**config.mk**
```make
export PLATFORM = sky130hd
export DESIGN_NAME = rr_mux_arbiter
export DESIGN_NICKNAME = d
export VERILOG_FILES = /design/src/rtl/rr_mux_arbiter_pkg.sv /design/src/rtl/rr_mux_arbiter_mux8.sv /design/src/rtl/rr_mux_arbiter.sv
export SDC_FILE = /design/constraint.sdc
export NUM_CORES = 1
export LEC_CHECK = 0
export ABC_CLOCK_PERIOD_IN_PS = 7100
export CAP_MARGIN = 20
export CORE_UTILIZATION = 55
export DETAILED_ROUTE_END_ITERATION = 6
export HOLD_SLACK_MARGIN = 0.03
export PLACE_DENSITY_LB_ADDON = 0.1
export SYNTH_ARGS = -nofsm -noshare
export SYNTH_HDL_FRONTEND = slang
export SYNTH_SLANG_ARGS = --single-unit
```
**constraint.sdc**
```tcl
create_clock -name clk -period 7.1 [get_ports clk]
set_input_delay 0.71 -clock clk [delete_from_list [all_inputs] [get_ports clk]]
set_output_delay 0.71 -clock clk [all_outputs]
set_load 0.05 [all_outputs]
```
**src/rtl/rr_mux_arbiter_pkg.sv**
```systemverilog
// Shared constants, FSM state type and the round-robin search helper
// for the 8:1 mux arbiter.
package rr_mux_arbiter_pkg;

    localparam int N_REQ = 8;
    localparam int SEL_W = 3;

    typedef enum logic [0:0] {
        IDLE  = 1'b0,
        GRANT = 1'b1
    } state_t;

    // First set bit of req scanning upward from last+1, wrapping 7 -> 0.
    // The last grantee is checked last, so it has the lowest priority.
    // The scan runs from the farthest candidate back to the nearest, so the
    // nearest requester overwrites the result. The caller guarantees req != 0.
    function automatic logic [SEL_W-1:0] rr_next(input logic [N_REQ-1:0] req,
                                                 input logic [SEL_W-1:0] last);
        logic [SEL_W-1:0] idx;
        rr_next = last;
        for (int k = N_REQ; k >= 1; k--) begin
            idx = last + SEL_W'(k);
            if (req[idx]) rr_next = idx;
        end
    endfunction

endpackage

```
**src/rtl/rr_mux_arbiter_mux8.sv**
```systemverilog
// 8:1 single-bit data mux. The arbiter is the only driver of its select.
module mux8
    import rr_mux_arbiter_pkg::*;
(
    input  logic [N_REQ-1:0] in,
    input  logic [SEL_W-1:0] sel,
    output logic             out
);

    assign out = in[sel];

endmodule

```
**src/rtl/rr_mux_arbiter.sv**
```systemverilog
// Round-robin arbiter / sequencer in front of an 8:1 bit mux. It grants one
// requester at a time for at most MAX_BEATS accepted beats. Each grant is
// followed by a single IDLE bubble.
module rr_mux_arbiter
    import rr_mux_arbiter_pkg::*;
#(
    parameter int MAX_BEATS = 4
) (
    input  logic             clk,
    input  logic             rst,
    input  logic [N_REQ-1:0] req,
    input  logic [N_REQ-1:0] in,
    output logic [SEL_W-1:0] sel,
    output logic [N_REQ-1:0] grant,
    output logic             out_valid,
    output logic             out,
    input  logic             out_ready,
    output logic             busy
);

    localparam logic [7:0] MAX_B = 8'(MAX_BEATS);

    state_t           r_state;
    logic [SEL_W-1:0] r_sel;
    logic [SEL_W-1:0] r_last;
    logic [N_REQ-1:0] r_grant;
    logic [7:0]       r_cnt;

    logic [SEL_W-1:0] w_next;
    logic             w_in_grant;
    logic             w_beat;
    logic [7:0]       w_cnt_nxt;
    logic             w_release;

    assign w_next     = rr_next(req, r_last);
    assign w_in_grant = (r_state == GRANT);
    // out_valid depends only on req and registered state, never on out_ready.
    assign out_valid  = w_in_grant & req[r_sel];
    assign w_beat     = out_valid & out_ready;
    assign w_cnt_nxt  = r_cnt + 8'd1;
    // A dropped request ends the grant even without a beat. Otherwise the
    // grant ends on the handshake that brings the beat count to MAX_BEATS.
    assign w_release  = ~req[r_sel] | (w_beat & (w_cnt_nxt == MAX_B));

    assign sel   = r_sel;
    assign grant = r_grant;
    assign busy  = w_in_grant;

    // The data path shows in[sel] at all times. It is only meaningful while out_valid is high.
    mux8 u_mux8 (
        .in  (in),
        .sel (r_sel),
        .out (out)
    );

    // FSM: arbitrate in IDLE, count beats and decide release in GRANT.
    always_ff @(posedge clk or posedge rst) begin
        if (rst) begin
            r_state <= IDLE;
            r_sel   <= '0;
            r_grant <= '0;
            r_last  <= SEL_W'(N_REQ - 1);
            r_cnt   <= '0;
        end else begin
            case (r_state)
                IDLE: begin
                    if (|req) begin
                        r_sel   <= w_next;
                        r_grant <= N_REQ'(1) << w_next;
                        r_cnt   <= '0;
                        r_state <= GRANT;
                    end
                end
                GRANT: begin
                    if (w_beat) r_cnt <= w_cnt_nxt;
                    if (w_release) begin
                        r_state <= IDLE;
                        r_grant <= '0;
                        r_last  <= r_sel;
                    end
                end
                default: r_state <= IDLE;
            endcase
        end
    end

endmodule

```
Yosys cells after proc, flatten, opt, wreduce, memory -nomap -nowiden
Cells that the tools add are included.
{"block": "totals", "reg_bits": 23, "latch_bits": 0, "mem_bits_rw": 0, "mem_bits_ro": 0, "inputBits": 19, "out_inout_bits": 14, "wordCells": 71, "mem_count": 0}
{"block": "op_classes", "n_addsub": 8, "multipliers": 0, "div": 0, "magnitude_cmp": 8, "n_eq_ne": 4, "shifts": 1, "mux": 34, "bitwise_logic": 6, "reduce_logical": 5}
{"op": "less-than comparator 3 x 4 -> 1 bit (second input constant)", "n": 8}
{"op": "2-to-1 mux 8 bit", "n": 4}
{"op": "case mux 8 bit (2 select lines)", "n": 2}
{"op": "binary-select mux 1 bit (select 3 bit)", "n": 9}
{"op": "2-to-1 mux 3 bit", "n": 7}
{"op": "adder 3 bit (second input constant)", "n": 4}
{"op": "2-to-1 mux 1 bit", "n": 11}
{"op": "adder 8 x 1 -> 8 bit (second input constant)", "n": 1}
{"op": "equality test 8 x 3 -> 1 bit (second input constant)", "n": 1}
{"op": "AND reduction 2 bit", "n": 4}
{"op": "OR reduction 8 bit", "n": 1}
{"op": "<< shifter 1 x 3 -> 8 bit (first input constant)", "n": 1}
{"op": "adder 3 x 2 -> 3 bit (second input constant)", "n": 2}
{"op": "!= test 2 x 1 -> 1 bit (second input constant)", "n": 2}
{"op": "adder 3 x 1 -> 3 bit (second input constant)", "n": 1}
{"op": "bitwise AND 1 bit", "n": 3}
{"op": "!= test 2 bit (second input constant)", "n": 1}
{"op": "inverter 1 bit", "n": 2}
{"op": "case mux 1 bit (2 select lines)", "n": 1}
{"op": "bitwise OR 1 bit", "n": 1}

Logic depth before layout (Yosys ltp)
Gate-level depths: netlist of the first run.
{"block": "logic_depth", "ltp_word": 13, "ltp_mapped": 12, "depth_no_buf": 9}

Cells and area by module
A second synthesis of the first run with hierarchy kept.
{"block": "hier_totals", "cells_unflattened": 192, "hier_area_um2": 1968.1}
{"module": "rr_mux_arbiter", "instances": 1, "cells_each": 189, "area_each_um2": 1904.3, "seq_area_each_um2": 579.3}
{"module": "mux8", "instances": 1, "cells_each": 3, "area_each_um2": 63.8, "seq_area_each_um2": 0.0}

Worst setup path after synthesis of the first run
Ideal clock, no wire load.
{"block": "synth_path", "kind": "register to register", "startpoint": "register r_last[1]", "endpoint": "register r_grant[4] (netlist: grant[4])", "setup_time_ps": 121, "arrival_time_ps": 3239, "required_time_ps": 6979, "slack_ps": 3740, "stages_incl_launch_ff": 13, "n_path_buf": 3, "synth_period_minus_slack_ps": 3360, "cell_sequence": "dfstp_2 -> clkbuf_1 -> inv_1 -> ha_1 -> buf_2 -> buf_1 -> mux4_2 -> o22ai_1 -> nor3_1 -> a211o_1 -> a21oi_1 -> nor3_1 -> a22o_1"}
{"block": "synth_between", "elab_chain_cells": 13, "word_cells_on_any_way": 31, "classes_between": "add/sub (7); shift (1); mux (23)"}
{"element": "start: declaration", "line": "rr_mux_arbiter.sv:25", "rtl": "logic [SEL_W-1:0] r_last;"}
{"element": "start signal: assignment", "line": "rr_mux_arbiter.sv:62", "rtl": "r_last <= SEL_W'(N_REQ - 1);"}
{"element": "start signal: assignment", "line": "rr_mux_arbiter.sv:79", "rtl": "r_last <= r_sel;"}
{"element": "adder 3 bit", "line": "rr_mux_arbiter_pkg.sv:22", "rtl": "idx = last + SEL_W'(k);"}
{"element": "binary-select mux 1 bit (select 3 bit)", "line": "rr_mux_arbiter_pkg.sv:23", "rtl": "if (req[idx]) rr_next = idx;"}
{"element": "2-to-1 mux 1 bit (implied by the code)", "line": "rr_mux_arbiter_pkg.sv:23"}
{"element": "2-to-1 mux 3 bit (6 in a row)", "line": "rr_mux_arbiter_pkg.sv:23"}
{"element": "2-to-1 mux 3 bit *", "line": "rr_mux_arbiter_pkg.sv:23"}
{"element": "<< shifter 1 x 3 -> 8 bit *", "line": "rr_mux_arbiter.sv:69", "rtl": "r_grant <= N_REQ'(1) << w_next;"}
{"element": "2-to-1 mux 8 bit *", "line": "rr_mux_arbiter.sv:67", "rtl": "if (|req) begin"}
{"element": "case mux 8 bit (2 select lines) *", "line": "rr_mux_arbiter.sv:65", "rtl": "case (r_state)"}
{"element": "end signal: assignment", "line": "rr_mux_arbiter.sv:69"}
{"element": "end: declaration", "line": "rr_mux_arbiter.sv:26", "rtl": "logic [N_REQ-1:0] r_grant;"}
Every way passes the cells marked *; elsewhere a longest branch is shown, timed or not. The select of a mux whose other input is x is not followed.
A chain may end at the register's enable or synchronous reset.

Worst setup path in the final report of the first run
{"block": "layout_path", "startpoint": "register r_last[0]", "endpoint": "register r_grant[6] (netlist: grant[6])"}
The elaborated chain is that of the path after synthesis.

==> results of run 1 <==
[flip-flops by register name, indices dropped and copies added (netlist names)]
register and cells:
busy 1, r_last 3, grant 8, sel 3, r_cnt 8
[worst paths after layout]
kind                            from        to  cells after the start
setup / recovery           r_last[0]  grant[6]                      9
hold / removal              grant[2]  grant[2]                      1
setup reg to reg           r_last[0]  grant[6]                      9
hold reg to reg             grant[2]  grant[2]                      1
max in group asynchronous        rst    sel[1]                      2
min in group asynchronous        rst  grant[3]                      2
[metal layers]
| metal | up-vias | GRT usage | wire length [um] |
|---|---|---|---|
| met3 | 7 | 0.0232 | 388 |
| met4 | 0 | 0.0889 | 65 |
| met2 | 105 | 0.421 | 2470 |
| met1 | 904 | 0.405 | 2260 |
| li1 | 839 | - | - |
| met5 | - | 0 | 0 |
[through the flow]
| stage | cell area, sq um | hold slack [ns] | util |
|---|---|---|---|
| 6_report | 2490 | 0.505 | 0.675 |
| 3_3_place_gp | 2440 | 0.483 | 0.662 |
| 2_1_floorplan | 2130 | 0.459 | - |
| 3_5_place_dp | 2440 | 0.477 | 0.662 |
| 5_1_grt | 2490 | 0.523 | 0.675 |
| 4_1_cts | 2490 | 0.505 | 0.675 |
[cells by family after synthesis]
| family | share of synthesized area |
|---|---|
| flops | 0.272 |
| simple gates | 0.133 |
| fa+ha+maj | 0.0176 |
| xor+xnor | 0.0241 |
| buf+inv | 0.0470 |
| compound gates | 0.194 |
| mux | 0.313 |
[area by class of cell]
cell class,instances,share of cell area
Clock inverter,1,0.00201
Clock buffer,3,0.0166
Multi-Input combinational cell,156,0.584
Timing Repair Buffer,32,0.129
Sequential cell,23,0.233
Tap cell,48,0.0241
Inverter,8,0.0121
[worst max-delay path, cell delays in order, from the launching register on]
cell,delay (ns)
dfstp_2,0.81
clkinv_1,0.34
ha_1,0.85
mux2_2,0.44
a32o_1,0.27
o311a_1,0.28
a211o_1,0.31
a21oi_1,0.45
nand3b_1,0.22
o2bb2ai_1,0.09
[cells in the mapped netlist, types with 5 or more instances]
cell type	n	area share
inv_1	7	0.012
clkbuf_1	9	0.016
mux2i_1	10	0.047
dfrtp_1	20	0.23
nor4_1	5	0.015
o21ai_0	15	0.035
nand2_1	13	0.023
nand3_1	5	0.012
mux2_2	13	0.069
nor2_1	7	0.012
mux4_2	18	0.19
[placed cells by master, fill, tap and decap left out, drive strengths merged, types with 2 or more instances in the layout]
master | Yosys | final
dfstp | 3 | 3
a32o | 4 | 4
xnor2 | 3 | 3
o31ai | 4 | 4
a21oi | 4 | 4
mux4 | 18 | 18
or3 | 2 | 2
nor2 | 8 | 8
o2111ai | 3 | 3
clkinv | 1 | 2
ha | 3 | 3
a22o | 4 | 4
xor2 | 2 | 2
nor4 | 5 | 5
inv | 7 | 7
mux2i | 10 | 10
mux2 | 14 | 14
nand2 | 14 | 14
dfrtp | 20 | 20
clkdlybuf4s50 | 0 | 32
nand3b | 2 | 2
o2bb2ai | 4 | 4
nor2b | 4 | 4
nand2b | 3 | 3
a22oi | 3 | 3
o22ai | 2 | 2
nor3 | 3 | 3
nand3 | 5 | 5
clkbuf | 9 | 3
or2 | 2 | 2
and3 | 4 | 4
o21ai | 15 | 15
==> flow_metrics.env, run 1 <==
export IMPL_status="completed"
export IMPL_start_util=0.578
export IMPL_cts_hold_buf=0
export IMPL_ys_seq_elements=23
export IMPL_multi_input_area_sq_um=1450
export IMPL_cts_htree_levels=1
export IMPL_critical_path_required_ns=7.25
export IMPL_critical_path_max_fanout=19
export IMPL_overflow=0
export IMPL_area_growth_syn_to_layout_pct=16.7
export IMPL_vias=1855
export IMPL_worstHoldPathType="reg -> reg"
export IMPL_maxSlewHeadroom=0.417
export IMPL_seq_area_sq_um=579
export IMPL_finalCritPeriodShare=0.593
export IMPL_fill_cells=289
export IMPL_synth_warnings=0
export IMPL_avgSynthCellArea_sq_um=10.6
export IMPL_rows=22
export IMPL_yosysSeqAreaShare=0.272
export IMPL_grt_pass1_wl_mm=8.76
export IMPL_die_w_um=64.3
export IMPL_cts_setup_buffers=0
export IMPL_r2r_setup_slack_ns=2.89
export IMPL_tightestPinTransition_ns=0.873
export IMPL_coreArea_sq_um=3690
export IMPL_io_pins=33
export IMPL_final_cells=271
export IMPL_clock_skew_ns=0.00321
export IMPL_grt_setup_unrepaired="no"
export IMPL_clock_path_buffers=2
export IMPL_dp_slack_ns=2.91
export IMPL_drv_cap=0
export IMPL_end_kind="flip-flop"
export IMPL_n_antenna_cell=0
export IMPL_track_usage=0.273
export IMPL_clk_latency_ns=0.27
export IMPL_place_congestion=0.896
export IMPL_async_flop_share=1.00
export IMPL_fmax_mhz=237
export IMPL_fin_ws_ns=2.89
export IMPL_grt_pass1_vias=1765
export IMPL_initialDrtViolationCount=258
export IMPL_drc_errors=0
export IMPL_grt_max_degree=24
export IMPL_cts_tree="yes"
export IMPL_ant_nets=0
export IMPL_syn_area_sq_um=2130
export IMPL_clock_sinks=23
export IMPL_synth_distinct_cells=50
export IMPL_die_y_um=64.3
export IMPL_layout_drive_gt1_share=0.211
export IMPL_dieArea_sq_um=4130
export IMPL_cts_buffers_inserted=3
export IMPL_root_buffer="clkbuf_8"
export IMPL_placed_cells_incl_taps=267
export IMPL_syn_inst=202
export IMPL_finalHoldViolCount=0
export IMPL_finalCriticalPeriod_ns=4.21
export IMPL_synthesis_nets=224
export IMPL_synth_edf_count=0
export IMPL_hpwlAfterDp_mm=3.84
export IMPL_worst_setup_path_type="reg -> reg"
export IMPL_io_buffer_count=32
export IMPL_antenna_found_initial=0
export IMPL_dr_pass1_iters=4
export IMPL_wl_mm=5.18
export IMPL_fin_nets=246
export IMPL_slew_viol_final=0
export IMPL_setup_viol=0
export IMPL_fin_tns_setup_ns=0
export IMPL_cp_start_kind="flip-flop"
export IMPL_synth_ff_type="dfrtp_1"
export IMPL_arrival_ns=4.36
export IMPL_avgViaCountPerCell=6.85
export IMPL_clkSlewWorstSetupHoldPaths_ns=0.08
export IMPL_cts_resized=0
export IMPL_wire_per_inst_um=19.1
Power of run 1 is left out: the tool's default activity adds up to more than one toggle a clock period on the data nets, which glitch-free logic cannot reach.
==> inputs of run 2 (changes only) <==
ABC_CLOCK_PERIOD_IN_PS = 3900   (was 7100)
clock period = 3.9 ns   (was 7.1 ns; I/O delays follow)
==> flow_metrics.env, run 2 (synthesized netlist as in run 1, its figures left out) <==
export IMPL_finalCritPeriodShare=0.865
export IMPL_antenna_found_initial=0
export IMPL_cts_buffers_inserted=3
export IMPL_worst_setup_path_type="reg -> reg"
export IMPL_area_growth_syn_to_layout_pct=18.5
export IMPL_clock_skew_ns=0.00437
export IMPL_worstHoldPathType="reg -> reg"
export IMPL_fin_tns_setup_ns=0
export IMPL_cts_tree="yes"
export IMPL_setup_viol=0
export IMPL_drv_cap=0
export IMPL_clock_path_buffers=2
export IMPL_coreArea_sq_um=3690
export IMPL_status="completed"
export IMPL_track_usage=0.288
export IMPL_ant_nets=0
export IMPL_placed_cells_incl_taps=272
export IMPL_n_antenna_cell=0
export IMPL_hold_ws_ns=0.495
export IMPL_cts_resized=0
export IMPL_p_per_area_nw_per_um2=1020
export IMPL_io_pins=33
export IMPL_cts_setup_buffers=0
export IMPL_final_cells=276
export IMPL_finalCriticalPeriod_ns=3.37
export IMPL_grt_max_degree=24
export IMPL_critical_path_required_ns=4.06
export IMPL_overflow=0
export IMPL_post_route_util=0.685
export IMPL_arrival_ns=3.53
export IMPL_path_cells="inv_1 > ha_1 > mux2_2 > mux4_2 > o2111ai_1 > nand2_1 > a311oi_4 > nor2_2 > a32o_1"
export IMPL_worstPathBufferInverterCount=1
export IMPL_drc_errors=0
export IMPL_slew_viol_final=0
export IMPL_clkSlewWorstSetupHoldPaths_ns=0.08
export IMPL_die_w_um=64.3
export IMPL_fmax_mhz=296
export IMPL_cp_start_kind="flip-flop"
export IMPL_cts_hold_buf=0
export IMPL_clk_latency_ns=0.26
export IMPL_cts_htree_levels=1
export IMPL_avgViaCountPerCell=6.80
export IMPL_slowest_delay_ns=0.62
export IMPL_rows=22
export IMPL_ir_drop_v=0.000629
export IMPL_io_buffer_count=32
export IMPL_root_buffer="clkbuf_8"
export IMPL_final_common_cell="clkdlybuf4s50_1"
export IMPL_cp_top_family="multiplexers"
export IMPL_end_kind="flip-flop"
export IMPL_dieArea_sq_um=4130
export IMPL_initialDrtViolationCount=195
export IMPL_tightestPinTransition_ns=0.876
export IMPL_die_y_um=64.3
export IMPL_wire_per_inst_um=19.4
export IMPL_vias=1876
export IMPL_layout_drive_gt1_share=0.228
export IMPL_fin_nets=251
export IMPL_total_power_mw=2.58
export IMPL_dr_pass1_iters=4
export IMPL_grt_setup_unrepaired="no"
export IMPL_start_util=0.578
export IMPL_crit_slowest_cell="ha_1"
export IMPL_maxSlewHeadroom=0.415
export IMPL_grt_pass1_wl_mm=9.18
export IMPL_finalHoldViolCount=0
export IMPL_critical_path_max_fanout=12
export IMPL_p_leak_nw=0.995
export IMPL_place_congestion=0.855
export IMPL_wl_mm=5.35
export IMPL_hpwlAfterDp_mm=3.90
export IMPL_final_cell_mix="clkdlybuf4s50_1 (32), dfrtp_1 (20), mux4_2 (18)"
export IMPL_clock_sinks=23
export IMPL_grt_pass1_vias=1833
run 2: cell count changes in the layout (fill, tap and decap cells not counted):
cell	previous run	this run
buf_4	0	5
run 2: layout make-up:
class                   instances  area (sq um)
multi-input cells             156          1450
fillers                       292          1160
flip-flops and latches         23           579
repair buffers                 37           358
well taps                      48          60.1
clock buffers                   3          41.3
inverters                       8          30.0
clock inverters                 1          5.00
run 2: through the flow:
| stage | setup WS (ns) | instance area (sq um) |
|---|---|---|
| detailed placement | 0.561 | 2480 |
| finish | 0.527 | 2530 |
| floorplan | 0.540 | 2130 |
| global placement | 0.638 | 2480 |
| global route | 0.351 | 2530 |
| CTS | 0.519 | 2530 |
run 2: metal layers:
layer  wire [um]  track usage  vias to the layer above
li1            -            -                      849
met1        2230        0.388                      928
met2        2690        0.484                       91
met3         351       0.0411                        8
met4          78       0.0806                        0
met5           0            0                        -
run 2: final timing paths:
kind | from | end | slack [ns] | depth (start not counted)
min in group asynchronous | rst | r_cnt[4] | 0.61 | 2
worst min-delay path | grant[6] | grant[6] | 0.49 | 1
worst max register to register | r_last[1] | grant[0] | 0.53 | 9
worst max-delay path | r_last[1] | grant[0] | 0.53 | 9
max in group asynchronous | rst | busy | 2.76 | 2
worst min register to register | grant[6] | grant[6] | 0.49 | 1
run 2: where the power goes:
group | leakage (nW) | internal, mW | switching (mW)
logic | 0.672 | 0.892 | 1.11
clock network | 0.0255 | 0.0713 | 0.0757
registers | 0.298 | 0.320 | 0.113
total | 0.995 | 1.28 | 1.30
Note: power is estimated with default switching activity, not from simulation.
